## config.mk

```make
export PLATFORM = sky130hd
export DESIGN_NAME = gps_emulator
export DESIGN_NICKNAME = d
export VERILOG_FILES = /design/src/rtl/gps_emulator.sv
export SDC_FILE = /design/constraint.sdc
export NUM_CORES = 2
export LEC_CHECK = 0
export CORE_AREA = 5 5 447 449
export CTS_CLUSTER_SIZE = 8
export DETAILED_ROUTE_END_ITERATION = 6
export DIE_AREA = 0 0 452 454
export PLACE_DENSITY_LB_ADDON = 0.1
export SKIP_CTS_REPAIR_TIMING = 1
export SLEW_MARGIN = 10
export SYNTH_ARGS = -nofsm -noshare
export SYNTH_HDL_FRONTEND = slang
export SYNTH_SLANG_ARGS = --single-unit
```

## constraint.sdc

```tcl
create_clock -name clk -period 29.5 [get_ports clk]
set_clock_uncertainty 0.2 [all_clocks]
set_input_delay 8.85 -clock clk [delete_from_list [all_inputs] [get_ports clk]]
set_output_delay 8.85 -clock clk [all_outputs]
set_load 0.005 [all_outputs]
```

## src/rtl/gps_emulator.sv

```systemverilog
// Multi-satellite GPS L1 C/A baseband source: per-satellite carrier NCO, Gold-code
// generator and gain, plus LFSR noise, summed and quantised to 3-bit signed I/Q.
module gps_emulator #(
   parameter int          Nsat      = 4,
   parameter logic [31:0] CHIP_INC  = 32'd43937515,
   parameter int          OUT_SHIFT = 4
) (
   input  logic               clk,
   input  logic               reset,
   input  logic               enable,
   input  logic [31:0]        freq       [Nsat],
   input  logic [15:0]        gain       [Nsat],
   input  logic [5:0]         ca_sel     [Nsat],
   input  logic [15:0]        noise_gain,
   output logic signed [2:0]  real_out,
   output logic signed [2:0]  imag_out
);

   localparam int          PW        = 26;
   localparam logic [31:0] LFSR_MASK = 32'h80200003;
   localparam logic [31:0] SEED_I    = 32'hACE12468;
   localparam logic [31:0] SEED_Q    = 32'h13579BDF;

   function automatic logic signed [7:0] cos_lut(input logic [3:0] idx);
      case (idx)
         4'd0:    cos_lut =  8'sd125;
         4'd1:    cos_lut =  8'sd106;
         4'd2:    cos_lut =  8'sd71;
         4'd3:    cos_lut =  8'sd25;
         4'd4:    cos_lut = -8'sd25;
         4'd5:    cos_lut = -8'sd71;
         4'd6:    cos_lut = -8'sd106;
         4'd7:    cos_lut = -8'sd125;
         4'd8:    cos_lut = -8'sd125;
         4'd9:    cos_lut = -8'sd106;
         4'd10:   cos_lut = -8'sd71;
         4'd11:   cos_lut = -8'sd25;
         4'd12:   cos_lut =  8'sd25;
         4'd13:   cos_lut =  8'sd71;
         4'd14:   cos_lut =  8'sd106;
         4'd15:   cos_lut =  8'sd125;
         default: cos_lut =  8'sd0;
      endcase
   endfunction

   // sin at bin i equals cos a quarter turn (4 bins) earlier
   function automatic logic signed [7:0] sin_lut(input logic [3:0] idx);
      sin_lut = cos_lut(idx - 4'd4);
   endfunction

   // Zero-based G2 stage pair {a,b} for each code select; 36..63 reuse SV36
   function automatic logic [7:0] g2_taps(input logic [5:0] sel);
      case (sel)
         6'd0:  g2_taps = 8'h15;
         6'd1:  g2_taps = 8'h26;
         6'd2:  g2_taps = 8'h37;
         6'd3:  g2_taps = 8'h48;
         6'd4:  g2_taps = 8'h08;
         6'd5:  g2_taps = 8'h19;
         6'd6:  g2_taps = 8'h07;
         6'd7:  g2_taps = 8'h18;
         6'd8:  g2_taps = 8'h29;
         6'd9:  g2_taps = 8'h12;
         6'd10: g2_taps = 8'h23;
         6'd11: g2_taps = 8'h45;
         6'd12: g2_taps = 8'h56;
         6'd13: g2_taps = 8'h67;
         6'd14: g2_taps = 8'h78;
         6'd15: g2_taps = 8'h89;
         6'd16: g2_taps = 8'h03;
         6'd17: g2_taps = 8'h14;
         6'd18: g2_taps = 8'h25;
         6'd19: g2_taps = 8'h36;
         6'd20: g2_taps = 8'h47;
         6'd21: g2_taps = 8'h58;
         6'd22: g2_taps = 8'h02;
         6'd23: g2_taps = 8'h35;
         6'd24: g2_taps = 8'h46;
         6'd25: g2_taps = 8'h57;
         6'd26: g2_taps = 8'h68;
         6'd27: g2_taps = 8'h79;
         6'd28: g2_taps = 8'h05;
         6'd29: g2_taps = 8'h16;
         6'd30: g2_taps = 8'h27;
         6'd31: g2_taps = 8'h38;
         6'd32: g2_taps = 8'h49;
         6'd33: g2_taps = 8'h39;
         6'd34: g2_taps = 8'h06;
         default: g2_taps = 8'h17;
      endcase
   endfunction

   function automatic logic [31:0] lfsr_step(input logic [31:0] x);
      lfsr_step = (x >> 1) ^ (x[0] ? LFSR_MASK : 32'h0);
   endfunction

   function automatic logic signed [2:0] saturate(input logic signed [PW-1:0] v);
      if (v > 26'sd3)
         saturate = 3'sd3;
      else if (v < -26'sd4)
         saturate = -3'sd4;
      else
         saturate = v[2:0];
   endfunction

   logic [31:0]              phase    [Nsat];
   logic [31:0]              chip_acc [Nsat];
   logic [9:0]               g1       [Nsat];
   logic [9:0]               g2       [Nsat];
   logic [31:0]              lfsr_i;
   logic [31:0]              lfsr_q;

   logic [32:0]              chip_sum [Nsat];
   logic [9:0]               g1_next  [Nsat];
   logic [9:0]               g2_next  [Nsat];
   logic                     code_bit [Nsat];
   logic [7:0]               taps     [Nsat];

   logic signed [8:0]        s1_i     [Nsat];
   logic signed [8:0]        s1_q     [Nsat];
   logic signed [7:0]        s1_ni;
   logic signed [7:0]        s1_nq;

   logic signed [PW-1:0]     s2_i     [Nsat];
   logic signed [PW-1:0]     s2_q     [Nsat];
   logic signed [PW-1:0]     s2_ni;
   logic signed [PW-1:0]     s2_nq;

   logic signed [PW-1:0]     sum_i;
   logic signed [PW-1:0]     sum_q;

   // Chip-NCO carry, next Gold-register states and the current code bit per satellite
   always_comb begin
      for (int k = 0; k < Nsat; k++) begin
         chip_sum[k] = {1'b0, chip_acc[k]} + {1'b0, CHIP_INC};
         g1_next[k]  = {g1[k][8:0], g1[k][2] ^ g1[k][9]};
         g2_next[k]  = {g2[k][8:0], g2[k][1] ^ g2[k][2] ^ g2[k][5] ^
                                    g2[k][7] ^ g2[k][8] ^ g2[k][9]};
         taps[k]     = g2_taps(ca_sel[k]);
         code_bit[k] = g1[k][9] ^ g2[k][taps[k][7:4]] ^ g2[k][taps[k][3:0]];
      end
   end

   // S0: generator state, advancing only while enabled
   always_ff @(posedge clk or posedge reset) begin
      if (reset) begin
         for (int k = 0; k < Nsat; k++) begin
            phase[k]    <= 32'h0;
            chip_acc[k] <= 32'h0;
            g1[k]       <= 10'h3FF;
            g2[k]       <= 10'h3FF;
         end
         lfsr_i <= SEED_I;
         lfsr_q <= SEED_Q;
      end else if (enable) begin
         for (int k = 0; k < Nsat; k++) begin
            phase[k]    <= phase[k] + freq[k];
            chip_acc[k] <= chip_sum[k][31:0];
            if (chip_sum[k][32]) begin
               g1[k] <= g1_next[k];
               g2[k] <= g2_next[k];
            end
         end
         lfsr_i <= lfsr_step(lfsr_i);
         lfsr_q <= lfsr_step(lfsr_q);
      end
   end

   // S1: carrier sample with the chip sign applied, plus raw noise samples
   always_ff @(posedge clk or posedge reset) begin
      if (reset) begin
         for (int k = 0; k < Nsat; k++) begin
            s1_i[k] <= 9'sd0;
            s1_q[k] <= 9'sd0;
         end
         s1_ni <= 8'sd0;
         s1_nq <= 8'sd0;
      end else begin
         for (int k = 0; k < Nsat; k++) begin
            if (code_bit[k]) begin
               s1_i[k] <= -9'(cos_lut(phase[k][31:28]));
               s1_q[k] <= -9'(sin_lut(phase[k][31:28]));
            end else begin
               s1_i[k] <= 9'(cos_lut(phase[k][31:28]));
               s1_q[k] <= 9'(sin_lut(phase[k][31:28]));
            end
         end
         s1_ni <= lfsr_i[7:0];
         s1_nq <= lfsr_q[7:0];
      end
   end

   // S2: gain and noise-gain products, floor-shifted back to sample scale
   always_ff @(posedge clk or posedge reset) begin
      if (reset) begin
         for (int k = 0; k < Nsat; k++) begin
            s2_i[k] <= 26'sd0;
            s2_q[k] <= 26'sd0;
         end
         s2_ni <= 26'sd0;
         s2_nq <= 26'sd0;
      end else begin
         for (int k = 0; k < Nsat; k++) begin
            s2_i[k] <= (PW'(s1_i[k]) * PW'($signed({1'b0, gain[k]}))) >>> 16;
            s2_q[k] <= (PW'(s1_q[k]) * PW'($signed({1'b0, gain[k]}))) >>> 16;
         end
         s2_ni <= (PW'(s1_ni) * PW'($signed({1'b0, noise_gain}))) >>> 16;
         s2_nq <= (PW'(s1_nq) * PW'($signed({1'b0, noise_gain}))) >>> 16;
      end
   end

   // Wide accumulation of all satellite terms and noise
   always_comb begin
      sum_i = s2_ni;
      sum_q = s2_nq;
      for (int k = 0; k < Nsat; k++) begin
         sum_i = sum_i + s2_i[k];
         sum_q = sum_q + s2_q[k];
      end
   end

   // S3: scale and saturate into the 3-bit outputs; forced to zero when disabled
   always_ff @(posedge clk or posedge reset) begin
      if (reset) begin
         real_out <= 3'sd0;
         imag_out <= 3'sd0;
      end else if (enable) begin
         real_out <= saturate(sum_i >>> OUT_SHIFT);
         imag_out <= saturate(sum_q >>> OUT_SHIFT);
      end else begin
         real_out <= 3'sd0;
         imag_out <= 3'sd0;
      end
   end

endmodule

```

==> impl_results.md <==
- HPWL after detailed placement: 145000 µm
- Violation count after the first detailed-route iteration: 2206
- Crit Path Max Fanout: 18
- Tightest Hold Check Type: register to register
- Reg-to-Reg Start: s1_q[29]
- Total number of vias: 54870
- Worst hold stages: 0
- Setup slack after placement: 13370 ps
- Antenna violations before repair: 20
- Leading area contributor after synthesis: fa_1
- Clock latency reported for the late side of the worst-skew pair: 680 ps
- Area enclosed by the die boundary: 205000 µm²
- Max-cap viol count: 0
- Avg Inst Size Synth: 9.40 µm²
- Residual DRC count: 0
- Area of all placed cells without fillers: 85100 µm²
- Number of cells produced by synthesis: 8275
- Total number of H-tree levels: 3
- FMAX: 64.5 MHz
- Placeable Area: 196000 µm²
- Share of synthesized flip-flops with an asynchronous set or reset: 1.00
- Number of buffers created by CTS: 85
- Layout filler cell count: 19077
- Final wirelength: 189000 µm
- Die Y: 454 µm
- Clock Pin Slew Worst Setup and Hold Paths: 50 ps
- Cell area after placement: 82600 µm²
- Setup TNS after final layout: 0 ps
- Layout cell share with drive strength beyond 1: 0.0633
- Time the final worst path needs with I/O delays and setup: 15520 ps
- Crit Reg-Reg Endpoint: s2_q[87]
- Setup repair after global routing missed its margin: false
- Clock Root Buffer: clkbuf_16
- Number of iterations in the first detailed-routing pass: 7
- Total track usage: 0.189
- Synth top area share: 0.262
- Final WS setup: 13980 ps
- Routability Congestion: 0.806
- Synthesis Warnings: 0
- Cell area after technology mapping: 77800 µm²
- Post-DR wirelength/cell: 17.2 µm
- Normalized max-slew margin: 0.259
- Fin crit share: 0.526
- Final setup violation count: 0
- Post-route ant nets: 0
- Pin count of the biggest net entering global routing: 162
- Number of synthesized register bits: 592
- Result of the run: completed
- Port buffer count: 240
- Global-route wire length before repair: 316000 µm
- Area growth syn-to-layout: 9.43%
- Total count of hold-check failures in the final report: 0
- IO Pins: 241
- Hold path endpoint: s1_ni[4]
- Die X: 452 µm
- Initial core utilization: 0.397
- Sequential element share of the synthesized area: 0.192
- Number of enable-type register cells in the synthesized netlist: 0
- Most instantiated flip-flop cell in the synthesis netlist: dfrtp_1
- Synth Net Count: 10356
- Most area-consuming cells after synthesis: fa_1, dfrtp_1, ha_1
- Number of clock sinks seen by CTS: 592
- Setup slack, reg-to-reg: 22350 ps
- Per-cell via count in the routed design: 5.00
- Tightest Pin Transition: 1100 ps
- Hold Path Origin: lfsr_i[4]
- Data arrival time of the critical path: 15900 ps
- Critical path required time: 29890 ps
- Reg2reg path depth: 20
- # rows: 163
- Unique cell type count in the Yosys netlist: 101
- Number of buffers on the longest clock path: 3
- Category of the worst setup path launch point: input pin
- Critical path type: input pin to register
- CTS tree: done
- Via count of the first global-routing pass: 58577
- Total congestion overflow after global routing: 0
- Kind of end point of the critical path: register
- Layout net count: 10436
- Final count of pins violating max slew: 0
## routing by layer
| metal | up-vias | track usage | routed length, µm |
|---|---|---|---|
| met5 | - | 0 | 56 |
| met4 | 8 | 0.0395 | 3730 |
| met3 | 189 | 0.0177 | 4980 |
| met2 | 650 | 0.335 | 94100 |
| met1 | 27684 | 0.252 | 86500 |
| li1 | 26339 | - | - |
## cell usage in the layout (no fill, tap or decap), drive strengths merged, types with 46 or more instances in the layout
master            n
and3             46
nand2b          139
ha              830
nor3             83
fa             1016
inv            1502
dfstp           113
a21oi           279
nor2            279
nand2           867
o21ai           196
a21o             88
clkdlybuf4s50   239
nor2b           118
a211oi           56
and2            610
xor2            128
mux2i            49
o21a             48
xnor2           304
mux2            218
clkbuf          147
dfrtp           479
nand3            78
## flip-flops by register name (all words and copies together), names as in the netlist
| name | flops |
|---|---|
| real_out | 3 |
| s1_nq | 8 |
| s2_i | 40 |
| chip_acc | 128 |
| s2_q | 40 |
| s2_nq | 9 |
| g1 | 40 |
| s2_ni | 9 |
| g2 | 40 |
| lfsr_i | 32 |
| s1_q | 36 |
| phase | 128 |
| imag_out | 3 |
| s1_i | 36 |
| lfsr_q | 32 |
| s1_ni | 8 |
## area by class of cell
cell class,instances,area [µm²],share of cell area
diodes,5,12.5,0.000147
clock buffers,147,2400,0.0282
clock inverters,7,113,0.00132
inverters,1502,5650,0.0664
multi-input cells,5897,56100,0.659
flip-flops and latches,592,15000,0.176
well taps,2557,3200,0.0376
repair buffers,277,2700,0.0317
## stage by stage
step	instances	hold slack, ps	utilization
after floorplan	8275	165	-
after global placement	10825	183	0.422
after detailed placement	10825	186	0.422
after CTS	10979	178	0.435
after global routing	10980	205	0.435
final	10984	186	0.435
## cells in the mapped netlist (11+ instances only)
| cell type | instances |
|---|---|
| o31ai_1 | 19 |
| xor2_1 | 126 |
| dfstp_2 | 113 |
| ha_1 | 830 |
| nor3_1 | 83 |
| nand3b_1 | 16 |
| o21a_1 | 48 |
| buf_2 | 19 |
| nand3_1 | 78 |
| nor2b_1 | 118 |
| nand2_1 | 867 |
| nor4_1 | 21 |
| o21ai_0 | 193 |
| or2_2 | 18 |
| a31oi_1 | 30 |
| buf_1 | 13 |
| and3_1 | 46 |
| nor2_1 | 278 |
| xnor2_1 | 299 |
| a311oi_1 | 12 |
| clkbuf_1 | 243 |
| dfrtp_1 | 479 |
| and2_1 | 608 |
| nand2b_1 | 139 |
| mux2i_1 | 48 |
| o211ai_1 | 25 |
| a211oi_1 | 55 |
| nor4b_1 | 13 |
| inv_1 | 1498 |
| o21bai_1 | 25 |
| nand4_1 | 16 |
| a21oi_1 | 279 |
| or3_1 | 27 |
| fa_1 | 1016 |
| a2111oi_0 | 11 |
| o41ai_1 | 11 |
| a21boi_0 | 23 |
| a21o_1 | 88 |
| mux2_2 | 218 |
| o31a_1 | 12 |
## logic make-up (layout without fill, tap and decap cells)
family / after synthesis / after routing / synth area share
xor+xnor: 433 / 433 / 0.0499
flops: 592 / 592 / 0.192
buf+inv: 1786 / 1933 / 0.0871
other cells: 0 / 5 / 0
simple gates: 2376 / 2376 / 0.154
mux: 274 / 274 / 0.0401
compound gates: 967 / 967 / 0.0812
fa+ha+maj: 1847 / 1847 / 0.395
## worst max path at each step
stage / slack, ps / startpoint / end / cells past startpoint
finish: 13980 / gain[56] / s2_q[87] / 18
global placement: 13380 / gain[55] / s2_q[87] / 21
global route: 13550 / gain[56] / s2_q[87] / 18
floorplan: 4070 / reset / chip_acc[0] / 1
CTS: 14070 / gain[56] / s2_q[87] / 18
detailed placement: 13370 / gain[56] / s2_q[87] / 18
## worst max-delay path, cell delays in order
cell and delay (ps):
clkdlybuf4s50_1 960, nand2_1 190, fa_1 580, inv_1 60, fa_1 500, fa_1 600
fa_1 440, fa_1 450, ha_1 300, a2111oi_0 370, a21oi_1 130, o21ai_0 260
a21boi_0 240, o41ai_1 820, o21ai_0 390, o41a_1 430, a21oi_1 190, xnor2_1 130
Power is not shown: default switching activity piles up to over one toggle a cycle in this logic, so the estimate is an artifact.
